File: src/rtl/remote_key_event.sv
`default_nettype none
// ============================================================================
// Module   : remote_key_event
// Brief    : Turns NEC receiver strobes into PRESS/HOLD/REPEAT/RELEASE key
//            events, queued in a first-word-fall-through FIFO with a
//            valid/ready handshake.
// Revision : 1.0 - initial release
// ============================================================================
module remote_key_event #(
    parameter int CLK_FREQ     = 50_000_000,
    parameter int RELEASE_MS   = 120,
    parameter int HOLD_REPEATS = 3,
    parameter int FIFO_DEPTH   = 4
) (
    input  logic       sys_clk,
    input  logic       sys_rst,
    input  logic       data_en,
    input  logic [7:0] data,
    input  logic       repeat_en,
    output logic       evt_valid,
    input  logic       evt_ready,
    output logic [7:0] evt_code,
    output logic [1:0] evt_type,
    output logic       key_active,
    output logic       overflow
);

    localparam int RELEASE_CNT = CLK_FREQ / 1000 * RELEASE_MS;
    localparam int TW          = $clog2(RELEASE_CNT + 1);
    localparam int AW          = $clog2(FIFO_DEPTH);

    localparam logic [TW-1:0] TIMEOUT_VAL = TW'(RELEASE_CNT - 1);
    localparam logic [4:0]    HOLD_VAL    = 5'(HOLD_REPEATS);

    localparam logic [1:0] EVT_PRESS   = 2'b00;
    localparam logic [1:0] EVT_HOLD    = 2'b01;
    localparam logic [1:0] EVT_REPEAT  = 2'b10;
    localparam logic [1:0] EVT_RELEASE = 2'b11;

    typedef enum logic [1:0] {
        IDLE    = 2'd0,
        PRESSED = 2'd1,
        HELD    = 2'd2,
        SWAP    = 2'd3
    } state_t;

    // ------------------------------------------------------------------
    // Strobe synchronisers: two flops of synchronisation plus a delay flop
    // ------------------------------------------------------------------
    logic [2:0] den_sync;
    logic [2:0] rep_sync;
    logic       new_ev;
    logic       rep_ev;

    // Shift both receiver strobes through their synchroniser chains
    always_ff @(posedge sys_clk or posedge sys_rst) begin
        if (sys_rst) begin
            den_sync <= 3'b000;
            rep_sync <= 3'b000;
        end else begin
            den_sync <= {den_sync[1:0], data_en};
            rep_sync <= {rep_sync[1:0], repeat_en};
        end
    end

    assign new_ev = den_sync[1] & ~den_sync[2];
    assign rep_ev = rep_sync[1] & ~rep_sync[2];

    // ------------------------------------------------------------------
    // Key FSM with release timer; the push request is registered so the
    // FIFO write lands one cycle after the decision.
    // ------------------------------------------------------------------
    state_t      state, state_next;
    logic [7:0]  code, code_next;
    logic [3:0]  rep_cnt, rep_cnt_next;
    logic [TW-1:0] timer, timer_next;
    logic        push, push_next;
    logic [1:0]  push_type, push_type_next;
    logic [7:0]  push_code, push_code_next;
    logic        timeout;
    logic [3:0]  rep_inc;

    assign timeout = (timer == TIMEOUT_VAL);
    assign rep_inc = (rep_cnt == 4'hF) ? rep_cnt : rep_cnt + 4'd1;

    // Register FSM state, held key, counters and the pending push
    always_ff @(posedge sys_clk or posedge sys_rst) begin
        if (sys_rst) begin
            state      <= IDLE;
            code       <= 8'h00;
            rep_cnt    <= 4'h0;
            timer      <= '0;
            push       <= 1'b0;
            push_type  <= EVT_PRESS;
            push_code  <= 8'h00;
            key_active <= 1'b0;
        end else begin
            state      <= state_next;
            code       <= code_next;
            rep_cnt    <= rep_cnt_next;
            timer      <= timer_next;
            push       <= push_next;
            push_type  <= push_type_next;
            push_code  <= push_code_next;
            key_active <= (state_next != IDLE);
        end
    end

    // Next-state logic: new code beats repeat code beats timeout
    always_comb begin
        state_next     = state;
        code_next      = code;
        rep_cnt_next   = rep_cnt;
        timer_next     = timer;
        push_next      = 1'b0;
        push_type_next = EVT_PRESS;
        push_code_next = code;

        if (new_ev || rep_ev) begin
            timer_next = '0;
        end else if (state == PRESSED || state == HELD) begin
            timer_next = timer + 1'b1;
        end

        unique case (state)
            IDLE: begin
                if (new_ev) begin
                    push_next      = 1'b1;
                    push_type_next = EVT_PRESS;
                    push_code_next = data;
                    code_next      = data;
                    rep_cnt_next   = 4'h0;
                    state_next     = PRESSED;
                end
            end
            PRESSED, HELD: begin
                if (new_ev) begin
                    // Any new code (even the same one) is a release + press
                    push_next      = 1'b1;
                    push_type_next = EVT_RELEASE;
                    push_code_next = code;
                    code_next      = data;
                    state_next     = SWAP;
                end else if (rep_ev) begin
                    if (state == PRESSED) begin
                        rep_cnt_next = rep_inc;
                        if (({1'b0, rep_cnt} + 5'd1) == HOLD_VAL) begin
                            push_next      = 1'b1;
                            push_type_next = EVT_HOLD;
                            state_next     = HELD;
                        end
                    end else begin
                        push_next      = 1'b1;
                        push_type_next = EVT_REPEAT;
                    end
                end else if (timeout) begin
                    push_next      = 1'b1;
                    push_type_next = EVT_RELEASE;
                    state_next     = IDLE;
                end
            end
            SWAP: begin
                push_next      = 1'b1;
                push_type_next = EVT_PRESS;
                rep_cnt_next   = 4'h0;
                state_next     = PRESSED;
            end
            default: state_next = IDLE;
        endcase
    end

    // ------------------------------------------------------------------
    // Event FIFO, first-word-fall-through, extra pointer MSB for full
    // ------------------------------------------------------------------
    logic [9:0]  mem [FIFO_DEPTH];
    logic [AW:0] wr_ptr;
    logic [AW:0] rd_ptr;
    logic        empty;
    logic        full;
    logic        pop;
    logic        wr_en;
    logic [9:0]  head;

    assign empty    = (wr_ptr == rd_ptr);
    assign full     = (wr_ptr[AW] != rd_ptr[AW]) &&
                      (wr_ptr[AW-1:0] == rd_ptr[AW-1:0]);
    assign pop      = ~empty & evt_ready;
    assign wr_en    = push & (~full | pop);
    assign overflow = push & full & ~pop;

    // Advance the pointers; reset flushes the queue
    always_ff @(posedge sys_clk or posedge sys_rst) begin
        if (sys_rst) begin
            wr_ptr <= '0;
            rd_ptr <= '0;
        end else begin
            if (wr_en) wr_ptr <= wr_ptr + 1'b1;
            if (pop)   rd_ptr <= rd_ptr + 1'b1;
        end
    end

    // Store the pushed event; storage needs no reset since pointers gate it
    always_ff @(posedge sys_clk) begin
        if (wr_en) mem[wr_ptr[AW-1:0]] <= {push_type, push_code};
    end

    assign head      = mem[rd_ptr[AW-1:0]];
    assign evt_valid = ~empty;
    assign evt_type  = empty ? 2'b00 : head[9:8];
    assign evt_code  = empty ? 8'h00 : head[7:0];

endmodule

`default_nettype wire

File: config.mk
export PLATFORM = sky130hd
export DESIGN_NAME = remote_key_event
export DESIGN_NICKNAME = d
export VERILOG_FILES = /design/src/rtl/remote_key_event.sv
export SDC_FILE = /design/constraint.sdc
export NUM_CORES = 1
export LEC_CHECK = 0
export ABC_AREA = 1
export CORE_ASPECT_RATIO = 1.4
export CORE_MARGIN = 3
export CORE_UTILIZATION = 45
export DETAILED_ROUTE_END_ITERATION = 16
export GPL_TIMING_DRIVEN = 0
export PLACE_DENSITY = 0.71
export SLEW_MARGIN = 25
export SYNTH_ARGS = -nofsm -noshare
export SYNTH_HDL_FRONTEND = slang
export SYNTH_SLANG_ARGS = --single-unit
File: constraint.sdc
create_clock -name sys_clk -period 2.8 [get_ports sys_clk]
set_clock_uncertainty 0.2 [all_clocks]
set_input_delay 0.56 -clock sys_clk [delete_from_list [all_inputs] [get_ports sys_clk]]
set_output_delay 0.56 -clock sys_clk [all_outputs]
set_load 0.01 [all_outputs]
==> results.py <==
metrics = {
    "status": {
        "status": "finished clean",
    },
    "finish": {
        "area_delta_synth_final_pct": 16.8,
        "fin_util": 0.546,
        "drive_gt1_frac": 0.120,
        "finish.instance_area_mm2": 0.00578,
        "layout.nets": 606,
        "fillers": 927,
        "diodes": 0,
    },
    "sta": {
        "timing.final.crit_share": 0.969,
        "final_hold_viol_count": 0,
        "tightestPinTransition_ns": 0.946,
        "rsz0062_at_grt": "no",
        "setup_violations": 0,
        "final-max-slew-violation-count": 0,
        "fin_hold_ws_ns": 0.151,
        "min_period_ns": 2.71,
        "fin_setup_tns_ns": 0,
        "relSlewSlack": 0.367,
        "max_freq_mhz": 368,
    },
    "setup_path": {
        "critPathSlowestCell": "clkdlybuf4s50_1",
        "crit_required_ns": 2.04,
        "start_kind": "flip-flop",
        "cpPeakStageDelay_ns": 0.52,
        "crit_chain": "buf_4, nor2_1, o32ai_1, nand2_1, inv_1, clkdlybuf4s50_1",
        "crit_type": "reg -> out",
        "arrival_ns": 1.95,
        "cp-end-kind": "primary output",
        "crit_path_max_fanout": 10,
    },
    "logic_synthesis": {
        "synth_cell_type_count": 36,
        "synthAdderAreaFrac": 0.0354,
        "synth_most_common_cell": "nand2_1",
        "yosys.area_share.simple": 0.225,
        "synth-compound-area-share": 0.0868,
        "yosysTopAreaCell": "dfrtp_1",
        "synth_mux_area_frac": 0.0162,
        "synth_edf_count": 40,
        "ys_seq_area_frac": 0.552,
        "synthCells": 540,
        "synthXorXnorAreaFrac": 0.0159,
        "syn_avg_cell_area_um2": 9.16,
        "syn_nets": 567,
        "syn_area_mm2": 0.00494,
        "synthTopCellsByCount": "nand2_1, nor2_1, dfrtp_1, inv_1, o21ai_0",
        "synth_top_family_by_area": "simple AND/OR/NAND/NOR gates",
        "synthFlopType": "dfrtp_1",
        "yosysWarnings": 0,
        "synth_top_area_frac": 0.309,
        "async_flop_share": 0.604,
        "netlist_top_cells_area": "dfrtp_1, edfxtp_1, nand2_1",
        "synth_seq_cells": 101,
    },
    "route": {
        "drc": 0,
        "ant_nets": 0,
        "drt-initial-drc-count": 221,
        "via_count": 3738,
        "drt_pass1_iterations": 4,
        "viasPerCell": 5.18,
        "routed_wl_um": 10500,
        "post_drt_wl_per_cell_um": 14.5,
    },
    "floorplan": {
        "row_count": 44,
        "start_util": 0.468,
        "dieHeight_um": 130,
        "ios": 26,
        "core-area_mm2": 0.0106,
        "die_width_um": 94.6,
        "die_area_mm2": 0.0123,
    },
    "pwr": {
        "irDropWorstVdd_uv": 353,
        "powerDensity_mw_per_mm2": 987,
        "p_leak_nw": 2.49,
        "p_total_mw": 5.70,
    },
    "clock_network": {
        "htree_levels": 3,
        "clk_pin_slew_ns": 0.07,
        "clockRootBuffer": "clkbuf_16",
        "clockBufferDepth": 2,
        "clock_latency_ns": 0.34,
        "cts_tree": "built",
        "cts.sinks": 101,
        "numCtsBuffers": 9,
        "cts_hold_buffers": 0,
    },
    "placed_design": {
        "placement.cell_area_mm2": 0.00539,
        "place_congestion": 0.912,
        "io_buffers": 25,
        "hpwl_um": 7480,
    },
    "grt": {
        "grt_remaining_overflow": 0,
        "antenna_found_initial": 0,
        "globalRouteTotalUtil": 0.186,
        "grt_pass1_vias": 3917,
        "grt_max_degree": 35,
        "grt_pass1_wl_um": 17500,
    },
    "min_path": {
        "hp-class": "reg -> reg",
    },
    "job": {
        "max_cap_viol_count": 0,
    },
}
==> registers in the layout, indices dropped and copies added, names as in the netlist <==
name and cells:
rep_sync 3, timer 23, key_active 1, push_code 8
code 8, state 2, wr_ptr 3, rd_ptr 3
rep_cnt 4, mem 40, den_sync 3, push 1
push_type 2
==> placed cells by master, fill, tap and decap left out, types with 9 or more instances in the layout <==
cell type / count
a21oi_1: 10
clkbuf_16: 9
clkdlybuf4s50_1: 16
dfrtp_1: 59
edfxtp_1: 40
ha_1: 14
inv_1: 57
inv_2: 12
nand2_1: 104
nand3_1: 25
nand4_1: 14
nor2_1: 71
nor3_1: 11
o21ai_0: 41
o32ai_1: 9
==> metal layers <==
layer / routed length (um) / part of all wire / global-route usage / vias to the layer above
met1: 4110 / 0.39 / 0.190 / 1751
met5: 0 / 0 / 0 / -
met3: 338 / 0.032 / 0.0375 / 33
met4: 406 / 0.039 / 0.122 / 0
met2: 5610 / 0.54 / 0.337 / 88
li1: - / - / - / 1866
==> what timing repair did <==
item,CTS,global route
buffers inserted,0,2
gates cloned,0,0
resized for setup,19,10
pin swaps,0,2
setup endpoints to repair,11,8
==> power breakdown <==
| group | switching, mW | internal (mW) |
|---|---|---|
| Combinational | 1.31 | 0.842 |
| Sequential | 0.251 | 2.04 |
| Clock | 0.550 | 0.707 |
==> cell families (layout without fill, tap and decap cells) <==
family | count (synthesis) | in the layout
buf+inv | 85 | 129
xor+xnor | 9 | 9
fa+ha+maj | 14 | 14
flops | 101 | 101
compound gates | 75 | 75
simple gates | 248 | 248
mux | 8 | 8
==> path summary, 6_finish.rpt <==
kind	start	end	slack (ns)	cells past startpoint
setup / recovery	rd_ptr[0]	evt_code[7]	0.09	6
setup reg to reg	wr_ptr[2]	mem[1][5]	0.45	5
max in group asynchronous	sys_rst	rd_ptr[1]	1.52	3
hold / removal	rep_sync[0]	rep_sync[1]	0.15	0
min in group asynchronous	sys_rst	timer[17]	0.36	2
hold reg to reg	rep_sync[0]	rep_sync[1]	0.15	0
==> final cells by class <==
cell class                 count  area, um2  area share
sequential                   101       2730       0.473
inverter                      70        265      0.0459
timing repair buffer          28        300      0.0520
multi-input combinational    354       1890       0.328
buffer                        15        106      0.0184
tap                          138        173      0.0299
clock inverter                 7       81.3      0.0141
clock buffer                   9        225      0.0390
==> metrics by stage <==
step / cells / setup slack, ns
detailed placement: 704 / -0.0440
floorplan: 540 / 0.527
global route: 722 / 0.0266
global placement: 703 / -0.624
finish: 722 / 0.0857
CTS: 720 / 0.00195
==> critical path: cells and delay by family, from the launching register on <==
| family | cells | cell delay, ns |
|---|---|---|
| AO/OA/AOI/OAI | 1 | 0.28 |
| buffers and inverters | 3 | 0.79 |
| flip-flops | 1 | 0.40 |
| AND/OR/NAND/NOR | 2 | 0.15 |
Power figures use the tool's default switching activity.
